==> src/rtl/reg_file_if.sv <==
// Register-file access bundle: two read ports, one write port and the
// write-address echo, grouped so decode and write-back can share one handle.
interface reg_file_if #(
  parameter int DATA_WIDTH = 16,
  parameter int ADDR_WIDTH = 4
);
  logic [ADDR_WIDTH-1:0] read1;
  logic [ADDR_WIDTH-1:0] read2;
  logic [ADDR_WIDTH-1:0] write;
  logic                  WriteEn;
  logic [DATA_WIDTH-1:0] dataToWrite;
  logic [DATA_WIDTH-1:0] dataRead1;
  logic [DATA_WIDTH-1:0] dataRead2;
  logic [DATA_WIDTH-1:0] dataWritten;

  modport master (
    output read1, read2, write, WriteEn, dataToWrite,
    input  dataRead1, dataRead2, dataWritten
  );

  modport slave (
    input  read1, read2, write, WriteEn, dataToWrite,
    output dataRead1, dataRead2, dataWritten
  );
endinterface

==> src/rtl/reg_file.sv <==
// 16 x 16 general-purpose register file: two combinational read ports, one
// clocked write port, and a combinational echo of the write-addressed register.
module reg_file #(
  parameter int                    DATA_WIDTH  = 16,
  parameter int                    ADDR_WIDTH  = 4,
  parameter int                    NUM_REGS    = 16,
  parameter logic [DATA_WIDTH-1:0] RESET_VALUE = 16'h0000
) (
  input  logic         Clock,
  input  logic         Reset,
  reg_file_if.slave    bus
);

  logic [DATA_WIDTH-1:0] regs_q [NUM_REGS];
  logic [DATA_WIDTH-1:0] regs_d [NUM_REGS];

  always_comb begin
    regs_d = regs_q;
    if (bus.WriteEn) begin
      regs_d[bus.write] = bus.dataToWrite;
    end
  end

  // Asynchronous clear dominates any write edge that coincides with Reset.
  always_ff @(posedge Clock or posedge Reset) begin
    if (Reset) begin
      for (int unsigned i = 0; i < NUM_REGS; i++) begin
        regs_q[i] <= RESET_VALUE;
      end
    end else begin
      regs_q <= regs_d;
    end
  end

  // Reads see stored state only: no write bypass.
  always_comb begin
    bus.dataRead1   = regs_q[bus.read1];
    bus.dataRead2   = regs_q[bus.read2];
    bus.dataWritten = regs_q[bus.write];
  end

endmodule

==> src/flat_wrapper.sv <==
// flat-port wrapper written by rule: the top's interface ports become plain ports
module reg_file_flat 
#(
  parameter int                    DATA_WIDTH  = 16,
  parameter int                    ADDR_WIDTH  = 4,
  parameter int                    NUM_REGS    = 16,
  parameter logic [DATA_WIDTH-1:0] RESET_VALUE = 16'h0000
)
  (Clock, Reset, bus_read1, bus_read2, bus_write, bus_WriteEn, bus_dataToWrite, bus_dataRead1, bus_dataRead2, bus_dataWritten);
  reg_file_if #(.DATA_WIDTH(DATA_WIDTH), .ADDR_WIDTH(ADDR_WIDTH)) bus_i ();
  input  logic Clock;
  input  logic Reset;
  input wire logic [$bits(bus_i.read1)-1:0] bus_read1;
  input wire logic [$bits(bus_i.read2)-1:0] bus_read2;
  input wire logic [$bits(bus_i.write)-1:0] bus_write;
  input wire logic [$bits(bus_i.WriteEn)-1:0] bus_WriteEn;
  input wire logic [$bits(bus_i.dataToWrite)-1:0] bus_dataToWrite;
  output wire logic [$bits(bus_i.dataRead1)-1:0] bus_dataRead1;
  output wire logic [$bits(bus_i.dataRead2)-1:0] bus_dataRead2;
  output wire logic [$bits(bus_i.dataWritten)-1:0] bus_dataWritten;
  assign bus_i.read1 = bus_read1;
  assign bus_i.read2 = bus_read2;
  assign bus_i.write = bus_write;
  assign bus_i.WriteEn = bus_WriteEn;
  assign bus_i.dataToWrite = bus_dataToWrite;
  assign bus_dataRead1 = bus_i.dataRead1;
  assign bus_dataRead2 = bus_i.dataRead2;
  assign bus_dataWritten = bus_i.dataWritten;
  reg_file #(.DATA_WIDTH(DATA_WIDTH), .ADDR_WIDTH(ADDR_WIDTH), .NUM_REGS(NUM_REGS), .RESET_VALUE(RESET_VALUE)) u_core (.Clock(Clock), .Reset(Reset), .bus(bus_i));
endmodule
==> config.mk <==
export PLATFORM = sky130hd
export DESIGN_NAME = reg_file_flat
export DESIGN_NICKNAME = d
export VERILOG_FILES = /design/src/rtl/reg_file_if.sv /design/src/rtl/reg_file.sv /design/src/flat_wrapper.sv
export SDC_FILE = /design/constraint.sdc
export NUM_CORES = 1
export LEC_CHECK = 0
export CAP_MARGIN = 30
export CORE_MARGIN = 5
export CORE_UTILIZATION = 42
export CTS_BUF_LIST = sky130_fd_sc_hd__clkbuf_16
export DETAILED_ROUTE_END_ITERATION = 8
export GPL_TIMING_DRIVEN = 0
export HOLD_SLACK_MARGIN = 0.08
export PLACE_DENSITY = 0.56
export SLEW_MARGIN = 20
export SYNTH_ARGS = -nofsm -noshare
export SYNTH_HDL_FRONTEND = slang
export SYNTH_SLANG_ARGS = --single-unit
==> constraint.sdc <==
create_clock -name Clock -period 12 [get_ports Clock]
set_input_delay 1.2 -clock Clock [delete_from_list [all_inputs] [get_ports Clock]]
set_output_delay 1.2 -clock Clock [all_outputs]
set_load 0.02 [all_outputs]
# --- Yosys cells after proc, flatten, opt, wreduce, memory -nomap -nowiden ---
# Cells that the tools add are included.
totals:
  ff_bits: 256
  latch_bits: 0
  mem_bits_rw: 0
  rom_bits: 0
  input_bits: 31
  output_inout_bits: 48
  word_cells: 36
  mem_count: 0
classes:
  n_addsub: 0
  mul: 0
  div: 0
  order_cmp: 4
  n_eq_ne: 0
  shifts: 0
  mux: 12
  bitwise_logic: 3
  n_reduce_logical: 1
ops:
  columns: ["operator", "count"]
  rows:
  - ["256-bit bitwise mux", 1]
  - ["16-bit binary-select mux with 4-bit select", 3]
  - ["16-bit 2-to-1 mux", 7]
  - ["16-bit demux with 4-bit select", 1]
  - ["5-bit >= comparator, second input constant", 3]
  - ["4-bit NOT with 5-bit output", 3]
  - ["5-bit by 1-bit less-than comparator with 1-bit output, second input constant", 1]
  - ["1-bit logical AND", 1]

# --- Depth between registers and ports, before layout ---
logic_depth:
  ltp_word: 6
  mapped_depth: 6
  ltp_nobuf: 3

# --- Worst setup path before layout ---
# Ideal clock, no wire load.
synth_timing:
  kind: "input-to-output"
  startpoint: "input bus_read1[0]"
  endpoint: "output bus_dataRead1[10]"
  arrival_time_ns: 2.574
  required_ns: 10.800
  slack_ns: 8.226
  cell_stages: 5
  path_buffers: 2
  cell_sequence: "buf_2 buf_2 mux4_2 a22oi_1 nand2_1"
synth_between:
  elab_chain_len: 4
synth_rtl:
  columns: ["item", "line_no", "rtl"]
  rows:
  - ["from (decl)", "flat_wrapper.sv:13", "input wire logic [$bits(bus_i.read1)-1:0] bus_read1;"]
  - ["4-bit NOT with 5-bit output (not written as such)", "reg_file.sv:37", "bus.dataRead1 = regs_q[bus.read1];"]
  - ["16-bit binary-select mux with 4-bit select", "reg_file.sv:37", null]
  - ["16-bit 2-to-1 mux (not written as such) (2 in series)", "reg_file.sv:37", null]
  - ["to (decl)", "flat_wrapper.sv:18", "output wire logic [$bits(bus_i.dataRead1)-1:0] bus_dataRead1;"]
# Every way passes these cells. The select of a mux whose other input is x is not followed.

# --- Final worst setup path ---
layout_timing:
  startpoint: "input bus_write[1]"
  endpoint: "output bus_dataWritten[8]"
layout_between:
  elab_chain_len: 4
layout_rtl:
  columns: ["item", "line_no", "rtl"]
  rows:
  - ["from (decl)", "flat_wrapper.sv:15", "input wire logic [$bits(bus_i.write)-1:0] bus_write;"]
  - ["4-bit NOT with 5-bit output (not written as such)", "reg_file.sv:39", "bus.dataWritten = regs_q[bus.write];"]
  - ["16-bit binary-select mux with 4-bit select", "reg_file.sv:39", null]
  - ["16-bit 2-to-1 mux (not written as such) (2 in series)", "reg_file.sv:39", null]
  - ["to (decl)", "flat_wrapper.sv:20", "output wire logic [$bits(bus_i.dataWritten)-1:0] bus_dataWritten;"]
# Every way passes these cells. The select of a mux whose other input is x is not followed.

==> results by stage <==
Floorplan:
- The top-level I/O count is 79.
- The die outline area is 40100 um2.
- The y dimension of the die is 200 um.
- The effective utilization at floorplan is 42.6%.
- The die boundary width is 200 um.
- Row generation in the floorplan step produced 69 rows.
- In this run the standard cell core region covers 35700 um2.

Global route:
- The global-route total usage across every layer is 24.4%.
- Global routing finished with a remaining overflow of 0.
- The maximum number of pins on one net before global-route repair is 100.
- The number of antenna violations at the first check in global routing is 1.
- The number of global-route vias before repair is 10507.
- The wire length of the first global-routing pass is 73100 um.

Worst setup path:
- The capturing element type of the critical path is a primary output.
- The critical path in this run is classified as primary input to primary output.
- The delay of the slowest cell on the worst path is 730 ps.
- The critical path goes through clkdlybuf4s50_1, buf_2, buf_1, mux4_2, a22oi_1, nand2_1, clkdlybuf4s50_1.
- STA classifies the critical path startpoint as a primary input.
- The most prevalent standard cell on the critical path is sky130_fd_sc_hd__clkdlybuf4s50_1.
- For the worst setup path, the data arrival time is 4580 ps.
- The slowest stage of the critical path is the sky130_fd_sc_hd__buf_1 cell.
- The largest fanout on the critical path is 10.
- STA puts the critical path data required time at 10800 ps.

STA:
- The worst slew slack as a fraction of its limit is 26.8%.
- The clock arrives with 0 ps of skew.
- The setup TNS is 0 ps.
- The ratio of final minimum period to clock period is 48.2%.
- Based on the critical path, the design can be clocked at up to 173 MHz.
- The number of hold violations in the final report is 0.
- The worst path in the final design needs a cycle of 5780 ps, including I/O delays and setup.
- Setup repair after global routing left no endpoint under its margin.
- The setup-violating endpoint count in the final report is 0.
- The number of max-slew violations in the final report is 0.
- For the pin with the worst max-slew slack, the measured transition is 1090 ps.

Synth:
- Yosys mapped the design onto 21 distinct sky130hd cell types.
- The mean instance size in the synthesized netlist is 15.5 um2.
- Yosys printed 0 warnings.
- The part of the Yosys area used for sequential elements is 42.2%.
- The synthesized area is 15200 um2.
- The register bit total from synthesis is 256.
- Synthesis produced a netlist with a net count of 1012.
- Synthesis produced 981 cells.

Place:
- During placement, the flow inserted port buffers numbering 72.
- The number of instances in the placed design is 1516.
- The congestion estimate from routability-driven global placement came to 0.837.
- Summed over all nets, the half-perimeter wirelength after detailed placement is 34900 um.

Drt:
- In this run, the number of DRC markers left after iteration 0 of detailed routing was 757.
- After detailed routing, the total wire length is 49400 um.
- The detailed-route via count is 10223.
- The detailed-routing iteration count for the pre-antenna-repair pass is 5.
- After detailed routing, the average wire length per cell comes to 31.3 um.
- The count of nets left with antenna violations once routing finished came out at 0.
- Dividing the detail-routed via count by the number of cells gives 6.49.
- For this run, design rule violations remaining after detail routing come to 0.

Clock tree:
- In this run the number of H-tree levels came out at 1.
- TritonCTS built the clock tree.
- The CTS sink count is 256.
- The number of buffers inserted by hold repair at cts is 0.
- The number of buffers on the longest clock path is 3.
- The cell chosen for the clock root is sky130_fd_sc_hd__clkbuf_16.
- Post-CTS repair changed the size of 0 cells.
- Clock-pin slew was measured on the worst setup and hold paths at 60 ps.
- The number of buffers inserted by post-CTS setup repair is 0.
- The total CTS buffers is 31.
- The clock reaches the later pin of the worst-skew pair after 570 ps.

Pwr:
- For this design the ratio of total power to cell area is 174 nW/um2.
- The peak supply drop is 0.135 mV.
- The static leakage is 6.98 nW.

Layout:
- The register with the most flip-flops in the layout has 256 of them.
- The number of nets at the end of the flow is 1120.
- The largest register by flop count is u_core.regs_q.
- The largest registers in the layout are u_core.regs_q: 256 flops.
- For this run, the number of standard cells in the final layout without fillers is 1576.
- The layout overhead on the synthesized area is 15.3%.
- The ratio of cells with drive above 1 in the final layout is 49.7%.

Outcome:
- The run finished with clean final reports.

Min path:
- The tightest min-delay check is of the flop to flop type.

Flow run:
- The max-capacitance violation count is 0.
## layout by cell type (no fill, tap or decap), drive strengths merged, types with 6 or more instances in the layout
cell type	Yosys	final
clkinv	0	17
dfrtp	256	256
a22oi	96	96
inv	1	9
buf	54	57
mux2	256	256
nand2	53	53
nor2	12	12
clkbuf	43	74
mux4	192	192
nor2b	6	6
clkdlybuf4s50	0	72
## synth_stat cells
master,instances,area [um2]
sky130_fd_sc_hd__a22oi_1,96,721
sky130_fd_sc_hd__and2_1,3,18.8
sky130_fd_sc_hd__buf_1,11,41.3
sky130_fd_sc_hd__buf_2,33,165
sky130_fd_sc_hd__buf_4,10,75.1
sky130_fd_sc_hd__clkbuf_1,43,161
sky130_fd_sc_hd__dfrtp_1,256,6410
sky130_fd_sc_hd__inv_1,1,3.75
sky130_fd_sc_hd__mux2_2,256,2880
sky130_fd_sc_hd__mux4_2,192,4320
sky130_fd_sc_hd__nand2_1,52,195
sky130_fd_sc_hd__nand2_2,1,6.26
sky130_fd_sc_hd__nand2b_1,2,12.5
sky130_fd_sc_hd__nand3_1,1,5.00
sky130_fd_sc_hd__nand3b_1,2,15.0
sky130_fd_sc_hd__nor2_1,3,11.3
sky130_fd_sc_hd__nor2_2,9,56.3
sky130_fd_sc_hd__nor2b_1,6,37.5
sky130_fd_sc_hd__nor3_2,2,20.0
sky130_fd_sc_hd__nor3_4,1,16.3
sky130_fd_sc_hd__nor3b_2,1,12.5
## final timing paths
check / start / to / slack, ps / depth (start not counted)
worst max-delay path: bus_write[1] / bus_dataWritten[8] / 6220 / 7
worst min-delay path: u_core.regs_q[86] / u_core.regs_q[86] / 540 / 1
worst max register to register: u_core.regs_q[222] / u_core.regs_q[222] / 11180 / 1
worst min register to register: u_core.regs_q[86] / u_core.regs_q[86] / 540 / 1
max in group asynchronous: Reset / u_core.regs_q[96] / 9600 / 4
min in group asynchronous: Reset / u_core.regs_q[235] / 1060 / 2
## critical path: cells and delay by family
family                 cells  cell delay, ps
muxes                      1             430
AOI/OAI and AO/OA          1             500
and+or+nand+nor            1             190
buffers and inverters      4            2230
## cells by family after synthesis
kind of cell,count (synthesis),share of synthesized area (%)
and+or+nand+nor,83,2.68
DFF,256,42.2
buffers and inverters,98,2.94
AOI/OAI and AO/OA,96,4.75
muxes,448,47.5
## metrics by stage
stage | hold WS, ps | power [W] | setup WS, ps | cell area (um2) | util [%]
after floorplan | 509 | 0.00185 | 3760 | 15200 | -
after global placement | 520 | 0.00214 | 77.7 | 16500 | 46.2
after detailed placement | 532 | 0.00216 | 6350 | 16500 | 46.4
after CTS | 548 | 0.00306 | 6330 | 17500 | 49.1
after global routing | 565 | 0.00318 | 6200 | 17500 | 49.1
final | 545 | 0.00305 | 6220 | 17500 | 49.1
## layout make-up
class	instances	area, um2
Buffer	97	443
Antenna cell	1	2.50
Tap cell	461	577
Fill cell	3063	18100
Sequential cell	256	6410
Clock buffer	31	776
Multi-Input combinational cell	627	8330
Timing Repair Buffer	75	783
Clock inverter	27	176
Inverter	1	11.3
## power breakdown
part | total, W | switching [W] | internal, W
sequential | 0.00125 | 0.000184 | 0.00107
combinational | 0.000907 | 0.000375 | 0.000532
clock | 0.000891 | 0.000382 | 0.000510
total | 0.00305 | 0.000940 | 0.00211
## metal layers
layer | up-vias | wire length (um) | share of wire [%] | track usage (%)
met4 | 2 | 1400 | 2.8 | 6.79
met5 | - | 12 | 0.024 | 0
met3 | 88 | 3610 | 7.3 | 5.34
met1 | 5528 | 21500 | 43 | 35.4
li1 | 4194 | - | - | -
met2 | 411 | 22900 | 46 | 37.6
Power figures use the tool's default switching activity.
